==> config.mk <==
export PLATFORM = sky130hd
export DESIGN_NAME = exc_addr_seq
export DESIGN_NICKNAME = d
export VERILOG_FILES = /design/src/rtl/exc_pkg.sv /design/src/rtl/exc_prio_enc.sv /design/src/rtl/exc_addr_seq.sv
export SDC_FILE = /design/constraint.sdc
export NUM_CORES = 1
export LEC_CHECK = 0
export CAP_MARGIN = 5
export CELL_PAD_IN_SITES_DETAIL_PLACEMENT = 1
export CELL_PAD_IN_SITES_GLOBAL_PLACEMENT = 2
export CORE_MARGIN = 2
export CORE_UTILIZATION = 17
export DETAILED_ROUTE_END_ITERATION = 10
export GPL_TIMING_DRIVEN = 0
export HOLD_SLACK_MARGIN = 0.15
export PLACE_DENSITY_LB_ADDON = 0.1
export SETUP_SLACK_MARGIN = 0.02
export SLEW_MARGIN = 0
export SYNTH_ARGS = -nofsm -noshare
export SYNTH_HDL_FRONTEND = slang
export SYNTH_SLANG_ARGS = --single-unit
==> constraint.sdc <==
create_clock -name clk -period 2.5 [get_ports clk]
set_input_delay 0.5 -clock clk [delete_from_list [all_inputs] [get_ports clk]]
set_output_delay 0.5 -clock clk [all_outputs]
set_load 0.05 [all_outputs]
==> src/rtl/exc_pkg.sv <==
// exc_pkg: FSM state encoding, src_sel encodings and the vector address helper for exc_addr_seq
package exc_pkg;
  typedef enum logic [1:0] {S_IDLE = 2'd0, S_VEC = 2'd1, S_LOAD = 2'd2} state_t;
  localparam logic [1:0] SRC_PC  = 2'b00;
  localparam logic [1:0] SRC_ALU = 2'b01;
  function automatic logic [31:0] vec_addr(input int top, input int num, input int idx);
    return 32'(top - (num - 1) + idx);
  endfunction
endpackage

==> src/rtl/exc_prio_enc.sv <==
// exc_prio_enc: highest-index priority encoder
//   i_req   in  N   request vector, bit N-1 has top priority
//   o_valid out 1   any request set
//   o_idx   out CW  index of the highest set request (0 when none)
module exc_prio_enc #(
  parameter int N  = 3,
  parameter int CW = (N > 1) ? $clog2(N) : 1
) (
  input  logic [N-1:0]  i_req,
  output logic          o_valid,
  output logic [CW-1:0] o_idx
);
  assign o_valid = |i_req;
  always_comb begin
    o_idx = '0;
    for (int i = 0; i < N; i++) if (i_req[i]) o_idx = CW'(i);
  end
endmodule

==> src/rtl/exc_addr_seq.sv <==
// exc_addr_seq: exception vector fetch sequencer (optional exc_mask port under EXC_ADDR_SEQ_MASK_EN)
//   clk, reset_n (sync, active-low); src_sel/in_pc/in_alu_out select the normal address;
//   exc_req per-cause requests; mem_rdata byte read at addr_out;
//   addr_out, exc_busy, epc, cause, pc_load strobe, pc_new handler address.
module exc_addr_seq
  import exc_pkg::*;
#(
  parameter int WIDTH   = 32,
  parameter int NUM_EXC = 3,
  parameter int VEC_TOP = 255,
  parameter int MEM_LAT = 1,
  localparam int CW     = (NUM_EXC > 1) ? $clog2(NUM_EXC) : 1
) (
  input  logic               clk,
  input  logic               reset_n,
  input  logic [1:0]         src_sel,
  input  logic [WIDTH-1:0]   in_pc,
  input  logic [WIDTH-1:0]   in_alu_out,
  input  logic [NUM_EXC-1:0] exc_req,
`ifdef EXC_ADDR_SEQ_MASK_EN
  input  logic [NUM_EXC-1:0] exc_mask,
`endif
  input  logic [7:0]         mem_rdata,
  output logic [WIDTH-1:0]   addr_out,
  output logic               exc_busy,
  output logic [WIDTH-1:0]   epc,
  output logic [CW-1:0]      cause,
  output logic               pc_load,
  output logic [WIDTH-1:0]   pc_new
);
  state_t             r_state, w_next;
  logic [NUM_EXC-1:0] r_pend, w_en, w_req, w_cand, w_clr;
  logic [2:0]         r_cnt;
  logic [CW-1:0]      r_cause, w_idx;
  logic [WIDTH-1:0]   r_epc, r_pc_new, w_vec;
  logic               w_valid, w_acc, w_last;
`ifdef EXC_ADDR_SEQ_MASK_EN
  assign w_en = ~exc_mask;
`else
  assign w_en = '1;
`endif
  assign w_req  = exc_req & w_en;
  // masked pending bits are kept but not offered to the encoder
  assign w_cand = (r_pend | exc_req) & w_en;
  exc_prio_enc #(.N(NUM_EXC), .CW(CW)) u_enc (
    .i_req  (w_cand),
    .o_valid(w_valid),
    .o_idx  (w_idx)
  );
  assign w_acc  = (r_state == S_IDLE) && w_valid;
  assign w_last = r_cnt == 3'(MEM_LAT - 1);
  assign w_clr  = w_acc ? NUM_EXC'(1) << w_idx : '0;
  assign w_vec  = WIDTH'(vec_addr(VEC_TOP, NUM_EXC, int'(r_cause)));
  always_ff @(posedge clk)
    r_state <= !reset_n ? S_IDLE : w_next;
  always_comb begin
    w_next   = r_state;
    w_next   = r_state == S_IDLE ? (w_valid ? S_VEC : S_IDLE) :
               r_state == S_VEC  ? (w_last ? S_LOAD : S_VEC) : S_IDLE;
    exc_busy = r_state != S_IDLE;
    // reset_n gating keeps a reset in LOAD from completing the handoff
    pc_load  = (r_state == S_LOAD) && reset_n;
    addr_out = r_state != S_IDLE ? w_vec : src_sel == SRC_ALU ? in_alu_out : in_pc;
  end
  always_ff @(posedge clk) begin
    if (!reset_n) begin
      r_pend   <= '0;
      r_cnt    <= '0;
      r_cause  <= '0;
      r_epc    <= '0;
      r_pc_new <= '0;
    end else begin
      r_pend <= (r_pend | w_req) & ~w_clr;
      r_cnt  <= w_acc ? '0 : (r_state == S_VEC && !w_last) ? r_cnt + 3'd1 : r_cnt;
      if (w_acc) begin
        r_cause <= w_idx;
        r_epc   <= in_pc - WIDTH'(4);
      end
      if (r_state == S_VEC && w_last) r_pc_new <= WIDTH'(mem_rdata);
    end
  end
  assign epc    = r_epc;
  assign cause  = r_cause;
  assign pc_new = r_pc_new;
endmodule

### After elaboration in Yosys (flattened, before gate mapping)

Cells that the tools add are included.

* bitwise gates (word level): 4
* mux-type cells: 9
* shift operators: 1
* reductions and logical operators: 10
* equal/unequal tests: 3
* add/subtract/negate cells: 3

Operators by type and width (number)
* $mux 32: 2
* $sub 32x3->32 const B: 1
* $add 8x2->9 const A: 1
* $mux 2: 4
* $eq 2x1->1 const B: 2
* $logic_and 1x1->1: 4
* $add 3x1->3 const B: 1
* $and 3x3->3: 1
* $logic_not 3->1: 1
* $mux 3: 1
* $not 3->3: 1
* $or 3x3->3: 1
* $reduce_or 3->1: 1
* $shl 1x2->3 const A: 1
* $eq 2x2->1 const B: 1
* $logic_not 2->1: 1
* $mux 1: 2
* $reduce_bool 2->1: 1
* $reduce_or 2->1: 1
* $logic_not 1->1: 1
* $not 1->1: 1

* input bits: 79
* output and inout port bits: 100
* logic and storage cells: 36
* register bits: 50

### Longest topological paths before layout

* word-level depth: 7
* mapped depth: 7
* mapped depth without buffers: 6

### Cells and area by module

From an unflattened synthesis, not the netlist that was laid out.

* cell total of the unflattened synthesis: 426
* area, all modules: 3056.7 µm²

Modules (own cells, without submodules)
* exc_addr_seq: area an instance 3036.7 µm², cells an instance 423, seq. area each 1001.0 µm², times used 1
* exc_prio_enc: area an instance 20.0 µm², cells an instance 3, seq. area each 0.0 µm², times used 1

### Worst setup path before layout

No wires, ideal clock.

* kind: reg2out
* start: register r_state[0]
* end: output addr_out[22]
* arrival time: 2.121 ns
* cell stages (with the launch flop): 6
* buffers on the path: 2
* data required time: 2.000 ns
* slack: -0.121 ns
* cells stage by stage: dfxtp_1 > nor2_1 > inv_1 > clkbuf_1 > clkbuf_1 > a21oi_1

* word-level cells in the longest chain between the ends: 2

RTL lines
* from (decl): line exc_addr_seq.sv:31 `state_t r_state, w_next;`
* from (signal assigned): line exc_addr_seq.sv:55 `r_state <= !reset_n ? S_IDLE : w_next;`
* $reduce_bool 2->1
* net exc_busy: line exc_addr_seq.sv:25 `output logic exc_busy,`
* $mux 32: line exc_addr_seq.sv:63 `addr_out = r_state != S_IDLE ? w_vec : src_sel == SRC_ALU ? in_alu_out : in_pc;`
* to (decl): line exc_addr_seq.sv:24 `output logic [WIDTH-1:0] addr_out,`

The timed path passes the listed nets, and every way through them passes these cells.

### Worst setup path after layout

* start: input in_pc[21]
* end: register r_epc[30], in the netlist epc[30]

* word-level cells in the longest chain between the ends: 1

RTL lines
* from (decl): line exc_addr_seq.sv:17 `input logic [WIDTH-1:0] in_pc,`
* $sub 32x3->32: line exc_addr_seq.sv:77 `r_epc <= in_pc - WIDTH'(4);`
* to (signal assigned): line exc_addr_seq.sv:77
* to (decl): line exc_addr_seq.sv:35 `logic [WIDTH-1:0] r_epc, r_pc_new, w_vec;`

Every way passes these cells.
A chain may end at the register's enable or synchronous reset.

==> results by group <==
Drt
  – Antenna viol nets, final: 0
  – Remaining DRCs: 0
  – Iteration-0 DRC count of the detailed router: 100
  – Final wirelength: between 10000 and 15000 um
  – DR vias: roughly 3800
  – Drt first pass iters: 4
  – Drt wl/cell: ~17 um
  – Via density: 4.52

Placement
  – HPWL after detailed placement: 11200 um
  – IO buf count: 154
  – Gpl congestion: 0.728

Cells and area
  – Most common cell after layout, fill and taps aside: clkdlybuf4s50_1
  – Total Nets Final: roughly 700
  – Synth-to-Final Area Change: 70.3%
  – Share of post-route cells with drive strength above 1: 0.168
  – ANT cells: 0
  – Commonest cells after routing, fill and taps aside: clkdlybuf4s50_1 (106), nand2_1 (98), buf_4 (57)

Floorplanning
  – Num rows: 49
  – Starting density of the core: 0.172
  – Total I/O pin count: around 180
  – Die area: 0.0192 sq mm
  – Core box area: 0.0178 sq mm
  – Chip height: between 100 and 150 um
  – Die W: between 100 and 150 um

Global route
  – First-pass GRT wire length: between 20000 and 25000 um
  – Initial antenna violation count: 0
  – Largest net degree at the start of global routing: 19
  – Overall routing resource usage: 0.149
  – Grt ovf: 0
  – Vias in the first global route: approximately 4000

Timing
  – Min Tclk post-route: around 2.4 ns
  – Final hold vios: 0
  – FMAX: just over 400 MHz
  – Ratio of final minimum period to clock period: 0.965
  – Final setup fails: 0
  – Slew Viols, Final: 0
  – RSZ-0062 raised after global routing: yes
  – Headroom to the max-slew limit: 0.534
  – Clk_skew: ~0.0040 ns
  – Fin Hold WS: about 0.46 ns
  – Slew @ Worst Pin: roughly 0.70 ns
  – Setup tns final: 0 ns

Yosys
  – Number of flops mapped to enable cells by yosys: 0
  – Synth Flop Type: dfxtp_1
  – FFs w/ async S/R, synth: 0
  – Sequential cell area fraction in the yosys report: 0.326
  – Synth cell types: 39
  – Yosys reg bits: 50
  – Syn. warnings: 0
  – Mapped Cells: between 400 and 500
  – Cell Area, Synth: slightly above 0.003 sq mm
  – Avg Cell Area, Syn: ~7.1 sq um

Critical path
  – CP required: approximately 2.7 ns
  – WP data arrival: ~2.7 ns
  – WS Path Type: in -> reg
  – Critical Path Fanout Max: 10
  – Worst r2r path cells: 6
  – Setup crit end kind: flop
  – Type of origin of the critical path: input port

Clocking
  – H-tree Lvls: 2
  – CTS tree: done
  – Root buffer cell: clkbuf_16
  – Clk slew on worst S/H paths: approximately 0.080 ns
  – Latest clock arrival within the worst-skew pair: around 0.31 ns
  – Clock sinks: 50
  – Buffer depth of the longest clock path: 2
  – Num CTS Buffers: 5

Worst hold path
  – WHS Path Cells: 2
  – Min-Delay Path Class: reg -> reg

Run status
  – Status: finished, final reports clean

Power and ir drop
  – VDD IR-drop max: 0.273 mV
  – Pwr dens: between 600 and 700 mW/mm^2
  – P_leak: between 2 and 2.5 nW

Flow run
  – Max cap viols: 0
registers in the layout (all words and copies together) (netlist names):
register,flops
epc,32
cause,2
r_state,2
r_pend,3
pc_new,8
r_cnt,3
repair_timing:
action                                  4_1_cts  5_1_grt
hold buffers                                  0        0
setup buffers                                 0        1
pin swaps                                     2        2
resized for setup                           249       30
endpoints found under the setup margin       47       66
critical path: stages:
cell and delay (ns):
dlygate4sd2_1 0.28, or4_4 0.61, or4_4 0.44, buf_6 0.15
or4_1 0.50, a31oi_1 0.17
cell families after synthesis:
family | Yosys count | share of synthesized area
simple gates | 194 | 0.296
compound gates | 116 | 0.225
buf+inv | 57 | 0.0997
flops | 50 | 0.326
xor+xnor | 10 | 0.0285
fa+ha+maj | 4 | 0.0163
mux | 2 | 0.00692
other cells | 1 | 0.00122
routing by layer:
layer  GRT usage  part of all wire  vias to the layer above
li1            -                 -                     1871
met1       0.187              0.44                     1830
met2       0.257              0.48                      118
met3      0.0430             0.066                       10
met4      0.0263            0.0085                        0
met5           0                 0                        -
through the flow:
stage / std cells / area (sq um) / power (mW) / util / worst slack (ns)
finish: 848 / 5240 / 3.16 / 0.293 / 0.0883
global route: 848 / 5240 / 3.33 / 0.293 / 0.00348
CTS: 848 / 5170 / 3.21 / 0.290 / 0.0186
detailed placement: 840 / 5000 / 2.44 / 0.280 / -1.04
global placement: 840 / 5000 / 2.44 / 0.280 / -1.03
floorplan: 457 / 3170 / 1.85 / - / -0.121
final timing paths:
kind	start	end	slack [ns]
setup / recovery	in_pc[21]	epc[30]	0.09
hold / removal	pc_new[1]	pc_new[1]	0.46
setup reg to reg	r_state[0]	epc[17]	0.56
hold reg to reg	pc_new[1]	pc_new[1]	0.46
power by group:
part           internal [mW]  switching (mW)  total, mW
sequential             0.882          0.0511      0.933
clock                  0.383           0.369      0.752
combinational          0.477           0.999       1.48
area by class of cell:
type / count / area, sq um
Clock inverter: 3 / 28.8
Sequential cell: 50 / 1000
Multi-Input combinational cell: 350 / 1950
Buffer: 50 / 357
Fill cell: 2165 / 12600
Clock buffer: 5 / 125
Tap cell: 229 / 287
Timing Repair Buffer: 155 / 1460
Inverter: 6 / 22.5
Yosys cell counts, types with 3 or more instances:
| cell type | n | area, sq um |
|---|---|---|
| xor2_1 | 6 | 52.6 |
| buf_4 | 24 | 180 |
| o21ai_0 | 23 | 115 |
| ha_1 | 4 | 50.1 |
| clkbuf_1 | 24 | 90.1 |
| inv_1 | 5 | 18.8 |
| o31ai_1 | 10 | 75.1 |
| nand2b_1 | 3 | 18.8 |
| nor3_1 | 6 | 30.0 |
| nand2_1 | 99 | 372 |
| xnor2_1 | 4 | 35.0 |
| nor4_1 | 8 | 50.1 |
| nor2b_1 | 5 | 31.3 |
| or3_1 | 6 | 37.5 |
| or4_1 | 17 | 128 |
| a31oi_1 | 21 | 131 |
| dfxtp_1 | 50 | 1000 |
| nor2_1 | 26 | 97.6 |
| a311oi_1 | 4 | 35.0 |
| or2_2 | 3 | 18.8 |
| nand4_1 | 4 | 25.0 |
| a21oi_1 | 43 | 215 |
| a211oi_1 | 7 | 52.6 |
| and2_1 | 3 | 18.8 |
| nand3_1 | 10 | 50.1 |
Power figures use the tool's default switching activity.
